## config.mk

```make
export PLATFORM = sky130hd
export DESIGN_NAME = pipe_hazard_ctrl_flat
export DESIGN_NICKNAME = d
export VERILOG_FILES = /design/src/rtl/pipe_hazard_ctrl_if.sv /design/src/rtl/pipe_hazard_ctrl.sv /design/src/flat_wrapper.sv
export SDC_FILE = /design/constraint.sdc
export NUM_CORES = 1
export LEC_CHECK = 0
export CAP_MARGIN = 20
export CORE_UTILIZATION = 50
export CTS_CLUSTER_DIAMETER = 100
export CTS_CLUSTER_SIZE = 28
export DETAILED_ROUTE_END_ITERATION = 16
export GPL_ROUTABILITY_DRIVEN = 0
export GPL_TIMING_DRIVEN = 0
export MAX_ROUTING_LAYER = met4
export PLACE_DENSITY = 0.8
export SLEW_MARGIN = 10
export SYNTH_ARGS = -nofsm -noshare
export SYNTH_HDL_FRONTEND = slang
export SYNTH_SLANG_ARGS = --single-unit
```

## constraint.sdc

```tcl
create_clock -name clk -period 2.27 [get_ports clk]
set_input_delay 0.454 -clock clk [delete_from_list [all_inputs] [get_ports clk]]
set_output_delay 0.454 -clock clk [all_outputs]
set_load 0.005 [all_outputs]
```

## src/rtl/pipe_hazard_ctrl_if.sv

```systemverilog
// Hazard-controller bus between the 3-stage pipeline and pipe_hazard_ctrl.
// master: pipeline side (drives DE/WB status and mem_ready, receives controls).
// slave : hazard controller (receives status, drives mem_req/stall/flush/forwarding).
// Status  : rs1_de, rs2_de, use_rs1, use_rs2, br_taken, rd_wb, reg_wr_wb,
//           rd_en_wb, wr_en_wb, wb_sel_wb, mem_ready
// Control : mem_req, stall, flush_if, wb_kill, fwd_a, fwd_b, timeout_err, stall_cnt
interface pipe_hazard_ctrl_if #(
  parameter int unsigned CNT_W = 16
);
  logic [4:0]       rs1_de;
  logic [4:0]       rs2_de;
  logic             use_rs1;
  logic             use_rs2;
  logic             br_taken;
  logic [4:0]       rd_wb;
  logic             reg_wr_wb;
  logic             rd_en_wb;
  logic             wr_en_wb;
  logic [1:0]       wb_sel_wb;
  logic             mem_ready;

  logic             mem_req;
  logic             stall;
  logic             flush_if;
  logic             wb_kill;
  logic             fwd_a;
  logic             fwd_b;
  logic             timeout_err;
  logic [CNT_W-1:0] stall_cnt;

  modport master (
    output rs1_de, rs2_de, use_rs1, use_rs2, br_taken, rd_wb,
           reg_wr_wb, rd_en_wb, wr_en_wb, wb_sel_wb, mem_ready,
    input  mem_req, stall, flush_if, wb_kill, fwd_a, fwd_b,
           timeout_err, stall_cnt
  );

  modport slave (
    input  rs1_de, rs2_de, use_rs1, use_rs2, br_taken, rd_wb,
           reg_wr_wb, rd_en_wb, wr_en_wb, wb_sel_wb, mem_ready,
    output mem_req, stall, flush_if, wb_kill, fwd_a, fwd_b,
           timeout_err, stall_cnt
  );
endinterface

```

## src/rtl/pipe_hazard_ctrl.sv

```systemverilog
// Hazard and sequencing controller for the IF / DE / WB core.
// Ports: clk, reset (async, active-high), bus (pipe_hazard_ctrl_if.slave):
//   WB memory access handshake with wait-state timeout, stall generation,
//   branch flush of IF, DE operand forwarding from WB, saturating stall counter.
// stall, flush_if, mem_req, wb_kill, timeout_err and fwd_* are combinational;
// stall_cnt is registered.
module pipe_hazard_ctrl #(
  parameter int unsigned MEM_TIMEOUT = 16,
  parameter int unsigned BR_PENALTY  = 1,
  parameter int unsigned CNT_W       = 16
) (
  input  logic              clk,
  input  logic              reset,
  pipe_hazard_ctrl_if.slave bus
);
  localparam int unsigned       WAIT_W    = 16;
  localparam int unsigned       FL_W      = 2;
  localparam logic [WAIT_W-1:0] WAIT_LAST = WAIT_W'(MEM_TIMEOUT - 1);
  localparam logic [FL_W-1:0]   FL_INIT   = FL_W'(BR_PENALTY - 1);
  localparam bit                USE_FLUSH = (BR_PENALTY > 1);

  typedef enum logic [1:0] {RUN, MEM_WAIT, FLUSH} state_t;

  state_t            state_q, state_d;
  logic [WAIT_W-1:0] wait_cnt_q, wait_cnt_d;
  logic [FL_W-1:0]   fl_cnt_q, fl_cnt_d;
  logic [CNT_W-1:0]  stall_cnt_q;
  logic              live_q;

  logic mem_acc, mem_miss, timeout_fire;
  logic stall_c, flush_c, kill_c;
  logic unused_wb_sel;

  assign unused_wb_sel = ^bus.wb_sel_wb;

  // Outputs stay quiet until one clock edge after reset release.
  assign mem_acc      = bus.rd_en_wb | bus.wr_en_wb;
  assign mem_miss     = live_q & mem_acc & ~bus.mem_ready;
  assign timeout_fire = (state_q == MEM_WAIT) & mem_miss & (wait_cnt_q == WAIT_LAST);

  // Next-state and control outputs.
  always_comb begin
    state_d    = state_q;
    wait_cnt_d = wait_cnt_q;
    fl_cnt_d   = fl_cnt_q;
    stall_c    = 1'b0;
    flush_c    = 1'b0;
    kill_c     = 1'b0;
    if (live_q) begin
      case (state_q)
        RUN: begin
          if (mem_miss) begin
            stall_c    = 1'b1;
            state_d    = MEM_WAIT;
            wait_cnt_d = WAIT_W'(1);
          end else if (bus.br_taken) begin
            flush_c = 1'b1;
            if (USE_FLUSH) begin
              state_d  = FLUSH;
              fl_cnt_d = FL_INIT;
            end
          end
        end
        MEM_WAIT: begin
          if (timeout_fire) begin
            // Abort: kill the WB write; DE replays any branch seen now.
            kill_c     = 1'b1;
            state_d    = RUN;
            wait_cnt_d = '0;
          end else if (mem_miss) begin
            stall_c    = 1'b1;
            wait_cnt_d = wait_cnt_q + WAIT_W'(1);
          end else begin
            state_d    = RUN;
            wait_cnt_d = '0;
            if (bus.br_taken) begin
              flush_c = 1'b1;
              if (USE_FLUSH) begin
                state_d  = FLUSH;
                fl_cnt_d = FL_INIT;
              end
            end
          end
        end
        FLUSH: begin
          if (mem_miss) begin
            // Redirect already happened; the remaining flush cycles are dropped.
            stall_c    = 1'b1;
            state_d    = MEM_WAIT;
            wait_cnt_d = WAIT_W'(1);
            fl_cnt_d   = '0;
          end else begin
            flush_c = 1'b1;
            if (fl_cnt_q <= FL_W'(1)) begin
              state_d  = RUN;
              fl_cnt_d = '0;
            end else begin
              fl_cnt_d = fl_cnt_q - FL_W'(1);
            end
          end
        end
        default: state_d = RUN;
      endcase
    end
  end

  // State, counters and the reset-release qualifier.
  always_ff @(posedge clk or posedge reset) begin
    if (reset) begin
      state_q     <= RUN;
      wait_cnt_q  <= '0;
      fl_cnt_q    <= '0;
      stall_cnt_q <= '0;
      live_q      <= 1'b0;
    end else begin
      state_q    <= state_d;
      wait_cnt_q <= wait_cnt_d;
      fl_cnt_q   <= fl_cnt_d;
      live_q     <= 1'b1;
      if (stall_c && (stall_cnt_q != '1)) begin
        stall_cnt_q <= stall_cnt_q + CNT_W'(1);
      end
    end
  end

  assign bus.stall       = stall_c;
  assign bus.flush_if    = flush_c;
  assign bus.wb_kill     = kill_c;
  assign bus.timeout_err = kill_c;
  assign bus.mem_req     = live_q & mem_acc & ~timeout_fire;
  assign bus.stall_cnt   = stall_cnt_q;

  // x0 is never forwarded; a killed WB write is never forwarded.
  assign bus.fwd_a = live_q & bus.use_rs1 & bus.reg_wr_wb & ~kill_c &
                     (bus.rd_wb != 5'd0) & (bus.rd_wb == bus.rs1_de);
  assign bus.fwd_b = live_q & bus.use_rs2 & bus.reg_wr_wb & ~kill_c &
                     (bus.rd_wb != 5'd0) & (bus.rd_wb == bus.rs2_de);
endmodule

```

## src/flat_wrapper.sv

```systemverilog
// flat-port wrapper written by rule: the top's interface ports become plain ports
module pipe_hazard_ctrl_flat 
#(
  parameter int unsigned MEM_TIMEOUT = 16,
  parameter int unsigned BR_PENALTY  = 1,
  parameter int unsigned CNT_W       = 16
)
  (clk, reset, bus_rs1_de, bus_rs2_de, bus_use_rs1, bus_use_rs2, bus_br_taken, bus_rd_wb, bus_reg_wr_wb, bus_rd_en_wb, bus_wr_en_wb, bus_wb_sel_wb, bus_mem_ready, bus_mem_req, bus_stall, bus_flush_if, bus_wb_kill, bus_fwd_a, bus_fwd_b, bus_timeout_err, bus_stall_cnt);
  pipe_hazard_ctrl_if #(.CNT_W(CNT_W)) bus_i ();
  input  logic clk;
  input  logic reset;
  input wire logic [$bits(bus_i.rs1_de)-1:0] bus_rs1_de;
  input wire logic [$bits(bus_i.rs2_de)-1:0] bus_rs2_de;
  input wire logic [$bits(bus_i.use_rs1)-1:0] bus_use_rs1;
  input wire logic [$bits(bus_i.use_rs2)-1:0] bus_use_rs2;
  input wire logic [$bits(bus_i.br_taken)-1:0] bus_br_taken;
  input wire logic [$bits(bus_i.rd_wb)-1:0] bus_rd_wb;
  input wire logic [$bits(bus_i.reg_wr_wb)-1:0] bus_reg_wr_wb;
  input wire logic [$bits(bus_i.rd_en_wb)-1:0] bus_rd_en_wb;
  input wire logic [$bits(bus_i.wr_en_wb)-1:0] bus_wr_en_wb;
  input wire logic [$bits(bus_i.wb_sel_wb)-1:0] bus_wb_sel_wb;
  input wire logic [$bits(bus_i.mem_ready)-1:0] bus_mem_ready;
  output wire logic [$bits(bus_i.mem_req)-1:0] bus_mem_req;
  output wire logic [$bits(bus_i.stall)-1:0] bus_stall;
  output wire logic [$bits(bus_i.flush_if)-1:0] bus_flush_if;
  output wire logic [$bits(bus_i.wb_kill)-1:0] bus_wb_kill;
  output wire logic [$bits(bus_i.fwd_a)-1:0] bus_fwd_a;
  output wire logic [$bits(bus_i.fwd_b)-1:0] bus_fwd_b;
  output wire logic [$bits(bus_i.timeout_err)-1:0] bus_timeout_err;
  output wire logic [$bits(bus_i.stall_cnt)-1:0] bus_stall_cnt;
  assign bus_i.rs1_de = bus_rs1_de;
  assign bus_i.rs2_de = bus_rs2_de;
  assign bus_i.use_rs1 = bus_use_rs1;
  assign bus_i.use_rs2 = bus_use_rs2;
  assign bus_i.br_taken = bus_br_taken;
  assign bus_i.rd_wb = bus_rd_wb;
  assign bus_i.reg_wr_wb = bus_reg_wr_wb;
  assign bus_i.rd_en_wb = bus_rd_en_wb;
  assign bus_i.wr_en_wb = bus_wr_en_wb;
  assign bus_i.wb_sel_wb = bus_wb_sel_wb;
  assign bus_i.mem_ready = bus_mem_ready;
  assign bus_mem_req = bus_i.mem_req;
  assign bus_stall = bus_i.stall;
  assign bus_flush_if = bus_i.flush_if;
  assign bus_wb_kill = bus_i.wb_kill;
  assign bus_fwd_a = bus_i.fwd_a;
  assign bus_fwd_b = bus_i.fwd_b;
  assign bus_timeout_err = bus_i.timeout_err;
  assign bus_stall_cnt = bus_i.stall_cnt;
  pipe_hazard_ctrl #(.MEM_TIMEOUT(MEM_TIMEOUT), .BR_PENALTY(BR_PENALTY), .CNT_W(CNT_W)) u_core (.clk(clk), .reset(reset), .bus(bus_i));
endmodule
```

* Word level (Yosys, flattened, before mapping) *
Index checks and enable logic that the tools add are counted.

storage, ports and cells
  register bits after elaboration = 37
  input bits = 26
  output and inout port bits = 23
  word-level logic and storage cells = 71

operators by class
  add/sub/neg operators = 3
  $lt $le $gt $ge = 1
  equal/unequal tests = 10
  multiplexer cells = 25
  bitwise gates (word level) = 19
  reductions and logical operators = 8

operators by type and width
  kind                     count
  $mux W16                 3
  $add A16 B1 Y16 const B  2
  $pmux W16 S2             1
  $eq A16 B4 Y1 const B    1
  $ne A16 B16 Y1 const B   1
  $and A1 B1 Y1            15
  $mux W2                  7
  $mux W1                  11
  $eq A5 B5 Y1             2
  $pmux W2 S3              1
  $reduce_bool A5 Y1       1
  $ne A2 B1 Y1 const B     2
  $reduce_and A4 Y1        1
  $ne A3 B1 Y1 const B     1
  $ne A3 B3 Y1 const B     1
  $not A1 Y1               3
  $pmux W1 S3              1
  $reduce_and A3 Y1        1
  $eq A2 B1 Y1 const B     1
  $eq A2 B2 Y1 const B     1
  $le A2 B1 Y1 const B     1
  $logic_not A2 Y1         1
  $pmux W1 S2              1
  $reduce_and A2 Y1        1
  5 further kinds          5

* Logic depth before layout (Yosys ltp) *
  word-level depth = 12
  depth in mapped cells = 7
  mapped depth without buffers = 5

* Worst setup path after synthesis *
Ideal clock, no wire load.

  kind = register to output
  from = register u_core.wait_cnt_q[6]
  to = output bus_wb_kill
  data arrival time = 1611 ps
  data required time = 1816 ps
  setup slack = 205 ps
  cell stages (with the launch flop) = 6
  path buffers = 2
  cell sequence = dfrtp_1 nor4_1 nand4_2 clkbuf_1 nor2_1 buf_4

on the way
  word-level cells in the longest chain between the ends = 5

RTL lines
  what                      line                     source
  start: declaration        pipe_hazard_ctrl.sv:25   logic [WAIT_W-1:0] wait_cnt_q, wait_cnt_d;
  start signal: assignment  pipe_hazard_ctrl.sv:117  wait_cnt_q <= wait_cnt_d;
  $eq A16 B4 Y1             pipe_hazard_ctrl.sv:39   assign timeout_fire = (state_q == MEM_WAIT) & mem_miss & (wait_cnt_q == WAIT_LAST);
  $and A1 B1 Y1             pipe_hazard_ctrl.sv:39
  $mux W1                   pipe_hazard_ctrl.sv:65   if (timeout_fire) begin
  $mux W1                   pipe_hazard_ctrl.sv:50   case (state_q)
  $mux W1                   pipe_hazard_ctrl.sv:49   if (live_q) begin
  end: declaration          flat_wrapper.sv:26       output wire logic [$bits(bus_i.wb_kill)-1:0] bus_wb_kill;

No other way between the ends.

* Worst setup path in the final report *
  from = register u_core.wait_cnt_q[8]
  to = output bus_fwd_b

on the way
  word-level cells in the longest chain between the ends = 9

RTL lines
  what                        line                     source
  $eq A16 B4 Y1               pipe_hazard_ctrl.sv:39
  $and A1 B1 Y1               pipe_hazard_ctrl.sv:39
  $mux W1                     pipe_hazard_ctrl.sv:65
  $mux W1                     pipe_hazard_ctrl.sv:50
  $mux W1                     pipe_hazard_ctrl.sv:49
  $not A1 Y1                  pipe_hazard_ctrl.sv:136  assign bus.fwd_b = live_q & bus.use_rs2 & bus.reg_wr_wb & ~kill_c &
  $and A1 B1 Y1 (2 in a row)  pipe_hazard_ctrl.sv:136
  $and A1 B1 Y1               pipe_hazard_ctrl.sv:137  (bus.rd_wb != 5'd0) & (bus.rd_wb == bus.rs2_de);
  end: declaration            flat_wrapper.sv:28       output wire logic [$bits(bus_i.fwd_b)-1:0] bus_fwd_b;

No other way between the ends.

==> impl_metrics.env <==
export IMPL_grt_pass1_wl_mm=9.846
export IMPL_synth_largest_area_cell="dfrtp_1"
export IMPL_ys_warn_count=0
export IMPL_drc=0
export IMPL_vias_per_cell=6.344
export IMPL_synth_compound_area_frac=0.1371
export IMPL_yosys_area_share_simple=0.2988
export IMPL_wl_per_cell_um=17.21
export IMPL_fin_cells=352
export IMPL_min_path_cells=1
export IMPL_htree_levels=2
export IMPL_synthAdderAreaFrac=0.01176
export IMPL_min_delay_start="u_core.bus.stall_cnt[3]"
export IMPL_leakage_uw=0.001282
export IMPL_grt_ovfl_total=0
export IMPL_finish_utilization=0.7484
export IMPL_clkLatencyLatePin_ns=0.28
export IMPL_worstReg2RegStart="u_core.wait_cnt_q[1]"
export IMPL_drv_slew=0
export IMPL_core_um2=4029
export IMPL_dpl_hpwl_mm=3.834
export IMPL_fillerInstances=294
export IMPL_power_density_nw_per_um2=516.8
export IMPL_start_kind="flip-flop"
export IMPL_worstHoldEndpoint="u_core.bus.stall_cnt[3]"
export IMPL_drt_pass1_iterations=5
export IMPL_clk_pin_slew_ns=0.07
export IMPL_netlist_instances=229
export IMPL_hold_buffers=0
export IMPL_grt_util_all_layers=0.2968
export IMPL_worstPathRequired_ns=1.82
export IMPL_grt_pass1_vias=2089
export IMPL_reg2reg_depth=7
export IMPL_ys_types=46
export IMPL_antenna_found_initial=0
export IMPL_status="completed"
export IMPL_place_inst=326
export IMPL_syn_avg_cell_area_um2=9.288
export IMPL_worstHoldPathType="flip-flop to flip-flop"
export IMPL_vias=2233
export IMPL_post_synth_xor_area_fraction=0.09471
export IMPL_worstSetupEndpointType="output port"
export IMPL_ys_seq_elements=34
export IMPL_rsz0062_at_grt="yes"
export IMPL_setup_violations_final=0
export IMPL_diodes=0
export IMPL_ctsRootBufferMaster="clkbuf_8"
export IMPL_syn_area_um2=2127
export IMPL_crit_fanout=6
export IMPL_cts_tree="built"
export IMPL_syn_nets=257
export IMPL_drive_gt1_frac=0.2252
export IMPL_reg2reg_to="u_core.bus.stall_cnt[1]"
export IMPL_cap_violations=0
export IMPL_clockBufferDepth=2
export IMPL_ios=49
export IMPL_r2r_setup_slack_ns=0.17
export IMPL_vdd_drop_max_uv=502.0
export IMPL_final_nets=329
export IMPL_fmax_mhz=441.5
export IMPL_synth_top_area_frac=0.4000
export IMPL_finalHoldViolCount=0
export IMPL_routed_wl_mm=6.059
export IMPL_port_buffers=46
export IMPL_yosys_mux_area_fraction=0.01588
export IMPL_worst_clock_skew_ns=0.003868
export IMPL_rows=23
export IMPL_clock_sinks=34
export IMPL_period_share=0.9978
export IMPL_fp_dieW_um=67.23
export IMPL_synth_top_family_by_area="simple AND/OR/NAND/NOR gates"
export IMPL_chipHeight_um=67.23
export IMPL_period_needed_ns=2.265
export IMPL_path_class="flip-flop to output port"
export IMPL_grt_max_degree=35
export IMPL_synthTopCellsByArea="dfrtp_1 40%, xor2_1 8.6%, nor4_1 5.9%, a31oi_1 4.1%, nand3_1 3.3%"
export IMPL_ys_seq_area_frac=0.4000
export IMPL_drt_first_iter_violations=316
export IMPL_die_area_um2=4519
export IMPL_drtAntennaViolNets=0
export IMPL_critPathArrivalTime_ns=1.81
export IMPL_tightest_slew_ns=0.8579
export IMPL_initial_core_util=0.5280
export IMPL_cts_made_buffers=5
export IMPL_syn_to_final_growth_pct=41.76
export IMPL_slew_headroom=0.4229
[kinds of logic after synthesis]
kind of cell / after synthesis
muxes: 3
and+or+nand+nor: 103
other: 1
adders and majority gates: 2
xor gates and xnor gates: 23
buffers and inverters: 19
DFF: 34
AOI/OAI and AO/OA: 44
[where the power goes]
group          internal, uW  switching (uW)
sequential              662            77.0
clock                   245             214
combinational           206             155
total                  1110             446
[critical path, cell delays in order (launching register included)]
cell	delay [ns]
dfrtp_1	0.37
buf_6	0.13
nor4_4	0.30
nand4_2	0.17
buf_6	0.16
o2111ai_4	0.19
nor2_1	0.07
buf_2	0.12
[cells in the final DEF, fill, tap and decap left out, types with 3 or more instances in the layout]
cell / synthesis / final
dfrtp_1: 34 / 27
nor2_1: 9 / 7
clkbuf_1: 5 / 4
clkdlybuf4s50_1: 0 / 33
buf_6: 0 / 7
nand4_1: 11 / 11
buf_2: 4 / 4
nand3_1: 14 / 14
xor2_1: 21 / 21
nor4_1: 20 / 16
o21ai_0: 10 / 10
inv_1: 7 / 6
buf_4: 2 / 20
and4_1: 5 / 5
clkbuf_8: 0 / 6
dfrtp_2: 0 / 7
o211ai_1: 6 / 6
nor3_1: 8 / 8
a31oi_1: 14 / 14
dlygate4sd2_1: 0 / 7
nor4_4: 1 / 4
nand3b_1: 3 / 3
nand2_1: 13 / 12
and3_1: 5 / 4
a41oi_1: 4 / 4
[layer usage]
metal,track usage,part of all wire,vias to the layer above
met2,0.4600,0.49,122
li1,-,-,1031
met5,-,0,-
met4,0.1144,0.025,0
met3,0.04730,0.074,21
met1,0.3870,0.42,1059
[registers in the layout, indices dropped and copies added (netlist names)]
name / cells
u_core.wait_cnt_q: 16
u_core.live_q: 1
u_core.bus.stall_cnt: 16
u_core.state_q: 1
[worst max path at each step]
stage          slack [ns]     endpoint                   from
2_1_floorplan        0.21  bus_wb_kill   u_core.wait_cnt_q[6]
3_3_place_gp        -0.63  bus_wb_kill   u_core.wait_cnt_q[6]
3_5_place_dp        -0.62  bus_wb_kill   u_core.wait_cnt_q[6]
4_1_cts             -0.10  bus_wb_kill  u_core.wait_cnt_q[14]
5_1_grt             -0.09    bus_fwd_b   u_core.wait_cnt_q[8]
6_report            0.005    bus_fwd_b   u_core.wait_cnt_q[8]
[through the flow]
step / total power [uW] / setup TNS, ns / hold WS, ns / setup WS, ns / cell area [um^2]
2_1_floorplan: 883.2 / 0 / 0.4741 / 0.2050 / 2127
3_3_place_gp: 1064 / -5.955 / 0.5032 / -0.6302 / 2650
3_5_place_dp: 1075 / -4.020 / 0.5076 / -0.6189 / 2655
4_1_cts: 1556 / -0.1999 / 0.5171 / -0.1003 / 2974
5_1_grt: 1647 / -0.2039 / 0.5387 / -0.09249 / 3015
6_report: 1558 / 0 / 0.5321 / 0.004924 / 3015
[cell type report]
type | count | area (um^2) | share of cell area
clock buffer | 7 | 86.33 | 0.02863
sequential | 34 | 859.6 | 0.2851
tap | 50 | 62.56 | 0.02075
buffer | 8 | 61.31 | 0.02033
clock inverter | 1 | 5.005 | 0.001660
inverter | 7 | 26.28 | 0.008714
multi-input combinational | 176 | 1304 | 0.4324
timing repair buffer | 69 | 610.6 | 0.2025
[Yosys cell counts (all sizes together)]
master   instances
mux2             3
nand2           13
o21ba            1
clkbuf           6
or2              1
o211ai           6
ha               2
o2111ai          1
or4              1
nand3b           3
and2             2
xor2            21
nor2             9
a21oi            1
a22oi            1
nor4b            1
a41oi            4
buf              6
nand3           15
or3              2
xnor2            2
nor3             8
nand4           14
nand2b           1
nor4            21
conb             1
a31oi           14
and4             6
or4b             1
o22ai            2
inv              7
a21boi           1
and3             5
o21ai           11
dfrtp           34
o21bai           1
a32o             1
[timing repair]
item                                    4_1_cts  5_1_grt
buffers inserted                             15        8
endpoints found under the setup margin        7        6
pin swaps                                    10        8
gates resized for setup                      52       13
No activity file was read; power rests on OpenSTA's default activity.
==> edit 1 (same settings) <==
`CNT_W` is set to 16 in 3 places; all go to 20.
--- a/src/rtl/pipe_hazard_ctrl_if.sv
+++ b/src/rtl/pipe_hazard_ctrl_if.sv
@@ -5,7 +5,7 @@
 //           rd_en_wb, wr_en_wb, wb_sel_wb, mem_ready
 // Control : mem_req, stall, flush_if, wb_kill, fwd_a, fwd_b, timeout_err, stall_cnt
 interface pipe_hazard_ctrl_if #(
-  parameter int unsigned CNT_W = 16
+  parameter int unsigned CNT_W = 20
 );
   logic [4:0]       rs1_de;
   logic [4:0]       rs2_de;
--- a/src/rtl/pipe_hazard_ctrl.sv
+++ b/src/rtl/pipe_hazard_ctrl.sv
@@ -7,7 +7,7 @@
 module pipe_hazard_ctrl #(
   parameter int unsigned MEM_TIMEOUT = 16,
   parameter int unsigned BR_PENALTY  = 1,
-  parameter int unsigned CNT_W       = 16
+  parameter int unsigned CNT_W       = 20
 ) (
   input  logic              clk,
   input  logic              reset,
--- a/src/flat_wrapper.sv
+++ b/src/flat_wrapper.sv
@@ -3,7 +3,7 @@
 #(
   parameter int unsigned MEM_TIMEOUT = 16,
   parameter int unsigned BR_PENALTY  = 1,
-  parameter int unsigned CNT_W       = 16
+  parameter int unsigned CNT_W       = 20
 )
   (clk, reset, bus_rs1_de, bus_rs2_de, bus_use_rs1, bus_use_rs2, bus_br_taken, bus_rd_wb, bus_reg_wr_wb, bus_rd_en_wb, bus_wr_en_wb, bus_wb_sel_wb, bus_mem_ready, bus_mem_req, bus_stall, bus_flush_if, bus_wb_kill, bus_fwd_a, bus_fwd_b, bus_timeout_err, bus_stall_cnt);
   pipe_hazard_ctrl_if #(.CNT_W(CNT_W)) bus_i ();
Interface: changed (resized bus_stall_cnt); port bits go from 49 to 53. The function was not compared with the original's and may differ.
==> edit 1 against the unedited design <==
The run now ends with setup timing left. Synthesized cell count fell by 5.7%. Cell area decreased by 1.0%. Area after synthesis decreased by 0.76%. Final cell count fell by 3.7%. Total power increased by 19%. Critical path depth is the same. Clock skew up 0.0051 ns. Sequential share of layout area up 3.5 points. Clock power increased by 55%. Non-clock buffer count decreased by 6. Sequential cell count grew 4. Worst setup slack got worse by 0.040 ns. Die area down 0.74%. Wire length is 21% lower. Critical path type is now input pin to output pin. Highest routed layer unchanged.
==> edit 1: results (changes against the unedited design) <==
[clock_tree]
cts_buffers=5  ; unchanged
cts.clk_slew.worst_paths_ns=0.07  ; about the same
cts_buffer_depth=2  ; unchanged
htreeDepth=2  ; unchanged
clk-insertion-delay-late_ns=0.29
clk_root_buffer_cell=clkbuf_8

[sta]
hold_ws_ns=0.5011  ; -0.03101 ns
setup-tns-final_ns=-0.1138  ; -0.1138 ns
setup_ws_ns=-0.03536  ; -0.04028 ns
fin_skew_ns=0.008931  ; +0.005063 ns
tightest_slew_ns=0.7914  ; -0.06651 ns
setup_viol=5  ; +5

[routing]
wl_per_cell_um=14.21  ; -17%
dr.pass1.iters=4  ; -1
num_vias=1828  ; -18%
drt_iter0_drc=71  ; -78%

[setup_path]
crit_path_start=bus_rd_en_wb
rr_endpoint=u_core.bus.stall_cnt[18]$_DFFE_PP0P_
r2r-start=u_core.wait_cnt_q[0]$_DFFE_PP0P_
cp_max_fo=3  ; -3
rrSetupSlack_ns=0.16
cp-endpoint=bus_fwd_b
arrival_ns=1.85  ; +0.04 ns
reg2reg_depth=8  ; +1

[place]
dp.cells=316  ; -3.1%
placedInstanceArea_sq_um=2674  ; +0.71%
dp_hpwl_um=3234  ; -16%
io_buffer_count=50  ; +8.7%
place_worst_setup_slack_ns=-0.7944  ; -0.1756 ns

[synth]
ys_top_cells_by_count=dfrtp_1, xnor2_1, nor2_1, nand2_1, nand4_1
synth_mux_area_share_pct=1.067  ; -0.52 points
synth_xor_area_share_pct=16.60  ; +7.1 points
seq_area_frac_synth_pct=45.05  ; +5.1 points
synthAdderAreaFrac_pct=1.186  ; +0.0091 points
yosysWarnings=0  ; unchanged
async_flop_share_pct=100.0  ; unchanged
synth_nets=244  ; -5.1%
synth_compound_area_share_pct=5.335  ; -8.4 points
synth_area_per_cell_sq_um=9.772  ; +5.2%
yosys-top-cells-area=dfrtp_1, xnor2_1, xor2_1
ys_types=40  ; -13%

[pwr]
peakVddDrop_mv=0.5746  ; +14%
leakage_nw=1.243  ; -3.0%

[global_route]
grt_pass1_vias=1712  ; -18%
antenna_found_initial=0  ; unchanged
grt_max_degree=39  ; +11%
grt_pass1_wl_um=7527  ; -24%
grtUsageTotal_pct=23.01  ; -6.7 points

[worst_hold_path]
min_to=u_core.bus.stall_cnt[11]$_DFFE_PP0P_
hp-start=u_core.bus.stall_cnt[11]$_DFFE_PP0P_
min_path_type=flop to flop
min_path_cells=1  ; unchanged

[finish]
finalNonFillerCells=339  ; -3.7%
ff_latch_area_sq_um=954.7  ; +11%
largest_reg_flops=20
fillers=294  ; unchanged
drive_above_1_share_pct=19.72  ; -2.8 points
num_antenna_cells=0  ; unchanged

[status]
status=finished with violations
violations=setup timing

edit 1: changes by cell type after synthesis, sizes merged, moves of 6 or more:
cell	before	now
a31oi	14	0
xor2	21	12
nor4	21	14
xnor2	2	28
nor2	9	23
clkbuf	6	0
edit 1: area by class of cell:
| cell class | count | area share, % |
|---|---|---|
| clock inverters | 2 | 2.013 |
| multi-input cells | 161 | 38.32 |
| plain buffers | 6 | 1.426 |
| repair buffers | 65 | 20.00 |
| clock buffers | 6 | 2.767 |
| inverters | 11 | 1.384 |
| well taps | 50 | 2.096 |
| flip-flops and latches | 38 | 31.99 |
edit 1: report_power, final:
| group | leakage (nW) | switching (mW) | internal, mW | total (mW) |
|---|---|---|---|---|
| clock | 0.0714 | 0.244 | 0.469 | 0.712 |
| sequential | 0.505 | 0.0776 | 0.732 | 0.810 |
| combinational | 0.666 | 0.131 | 0.202 | 0.333 |
| total | 1.24 | 0.453 | 1.40 | 1.85 |
edit 1: cell families after synthesis:
group,after synthesis
AND/OR/NAND/NOR,103
buffers and inverters,17
other,1
adder cells (fa/ha/maj),2
flip-flops,38
XOR/XNOR,40
AO/OA/AOI/OAI,13
multiplexers,2
edit 1: worst max-delay path, stage by stage:
cell             delay [ns]
clkdlybuf4s50_1        0.50
o21ai_2                0.08
or2_4                  0.26
nor3_4                 0.22
nand4b_1               0.17
nor2_1                 0.05
buf_2                  0.12
edit 1: repair_timing:
item                                    4_1_cts  5_1_grt
resized for setup                            38        3
buffers inserted                             14        2
pin swaps                                     9        6
endpoints found under the setup margin        7       11
edit 1: metal layers:
metal	track usage [%]	vias to the layer above	part of all wire, %
li1	-	900	-
met1	26.93	875	44
met2	38.89	48	48
met3	5.993	5	6.6
met4	6.383	0	0.96
met5	-	-	0
==> edit 2 (same settings) <==
Without the edit above. Re-encode `state_t` (3 states) as one-hot, 3 bits wide.
--- a/src/rtl/pipe_hazard_ctrl.sv
+++ b/src/rtl/pipe_hazard_ctrl.sv
@@ -19,7 +19,7 @@
   localparam logic [FL_W-1:0]   FL_INIT   = FL_W'(BR_PENALTY - 1);
   localparam bit                USE_FLUSH = (BR_PENALTY > 1);
 
-  typedef enum logic [1:0] {RUN, MEM_WAIT, FLUSH} state_t;
+  typedef enum logic [2:0] {RUN = 3'b001, MEM_WAIT = 3'b010, FLUSH = 3'b100} state_t;
 
   state_t            state_q, state_d;
   logic [WAIT_W-1:0] wait_cnt_q, wait_cnt_d;
Function: no difference found for any inputs over 10 cycles, from zero or initial values and one cycle with reset high; not proved beyond that.
==> edit 2 against the unedited design <==
Register-to-register slack gained 0.04 ns. Core utilization shrank 0.43 points. Sequential cell count grew 1. Worst setup slack lost 0.096 ns. Sequential share of layout area grew 0.75 points. Largest power group unchanged. Total power grew 37%. Via count shrank 12%. The flow now finishes with violations (setup timing). Cell area shrank 0.58%. Wire length shrank 13%. Largest cell class unchanged. Maximum frequency shrank 4.1%. Area after synthesis shrank 1.1%. Die area shrank 1.0%. Non-clock buffer count shrank 7.
==> edit 2: results (changes against the unedited design) <==
[synth]
seq_area_frac_synth_pct=41.68  ; +1.7 points
synth_mux_area_share_pct=1.605  ; +0.017 points
ys_top_cells_by_count=dfrtp_1, nor2_1, nand3_1, xor2_1, nand4_1
synth_xor_area_share_pct=13.32  ; +3.8 points
synth_nets=254  ; -1.2%
synthAdderAreaFrac_pct=2.378  ; +1.2 points
ys_types=44  ; -4.3%
synth_compound_area_share_pct=7.907  ; -5.8 points

[status]
violations=setup timing
status=finished with violations

[finish]
area_growth_pct=42.45
fillers=289  ; -1.7%
finalNonFillerCells=344  ; -2.3%
drive_above_1_share_pct=22.45  ; -0.068 points

[place]
place_worst_setup_slack_ns=-0.6077  ; +0.01114 ns
placedInstanceArea_sq_um=2628  ; -1.0%

[setup_path]
rrSetupSlack_ns=0.21  ; +0.04 ns
slowest_delay_ns=0.44  ; +0.07 ns
rr_endpoint=u_core.wait_cnt_q[5]$_DFFE_PP0P_
crit_path_start=u_core.wait_cnt_q[10]$_DFFE_PP0P_
r2r-start=u_core.state_q[0]$_DFFE_PP1P_
reg2reg_depth=9  ; +2

[routing]
wl_met2_um=2747  ; -6.8%
drt_iter0_drc=105  ; -67%
wl_um=5272  ; -13%
num_vias=1961  ; -12%
wl_met3_um=210  ; -53%
drt-met1-wl_um=2262  ; -10%
dr.pass1.iters=4  ; -1

[pwr]
peakVddDrop_mv=0.5185  ; +3.3%
leakage_nw=1.306  ; +1.9%

[global_route]
met2_usage_pct=45.33  ; -0.67 points
grtUsageTotal_pct=26.09  ; -3.6 points
grt_max_degree=36  ; +2.9%
grt_use_met1_pct=31.07  ; -7.6 points
grt_pass1_vias=1932  ; -7.5%
grt_pass1_wl_um=8604  ; -13%
gr-usage-met3_pct=4.795  ; +0.065 points

[worst_hold_path]
min_to=u_core.bus.stall_cnt[5]$_DFFE_PP0P_
hp-start=u_core.bus.stall_cnt[5]$_DFFE_PP0P_

[clock_tree]
cts_resized=49  ; -5.8%

[sta]
setup_ws_ns=-0.09158  ; -0.09650 ns
hold_ws_ns=0.5276  ; -0.004539 ns
setup_viol=5  ; +5
fin_skew_ns=0.006221  ; +0.002353 ns

[edit 2: cell types whose count changed after synthesis, moves of 6 or more]
cell	before	now
nor4_1	20	2
nand3_1	14	21
nor3_1	8	2
xnor2_1	2	14
nor2_1	9	22
a31oi_1	14	2
and3_1	5	13
[edit 2: final cells by class]
class	count	area share, %
Inverter	8	1.002
Buffer	7	2.129
Clock buffer	6	2.421
Multi-Input combinational cell	173	42.15
Sequential cell	35	29.26
Clock inverter	2	2.003
Timing Repair Buffer	63	18.95
Tap cell	50	2.087
[edit 2: power groups by stage]
stage	registers (mW)	clock network, mW	logic, mW
2_1_floorplan	0.761	0	0.311
3_3_place_gp	0.770	0	0.497
3_5_place_dp	0.772	0	0.505
4_1_cts	0.765	0.663	0.631
5_1_grt	0.768	0.695	0.783
6_report	0.762	0.660	0.710
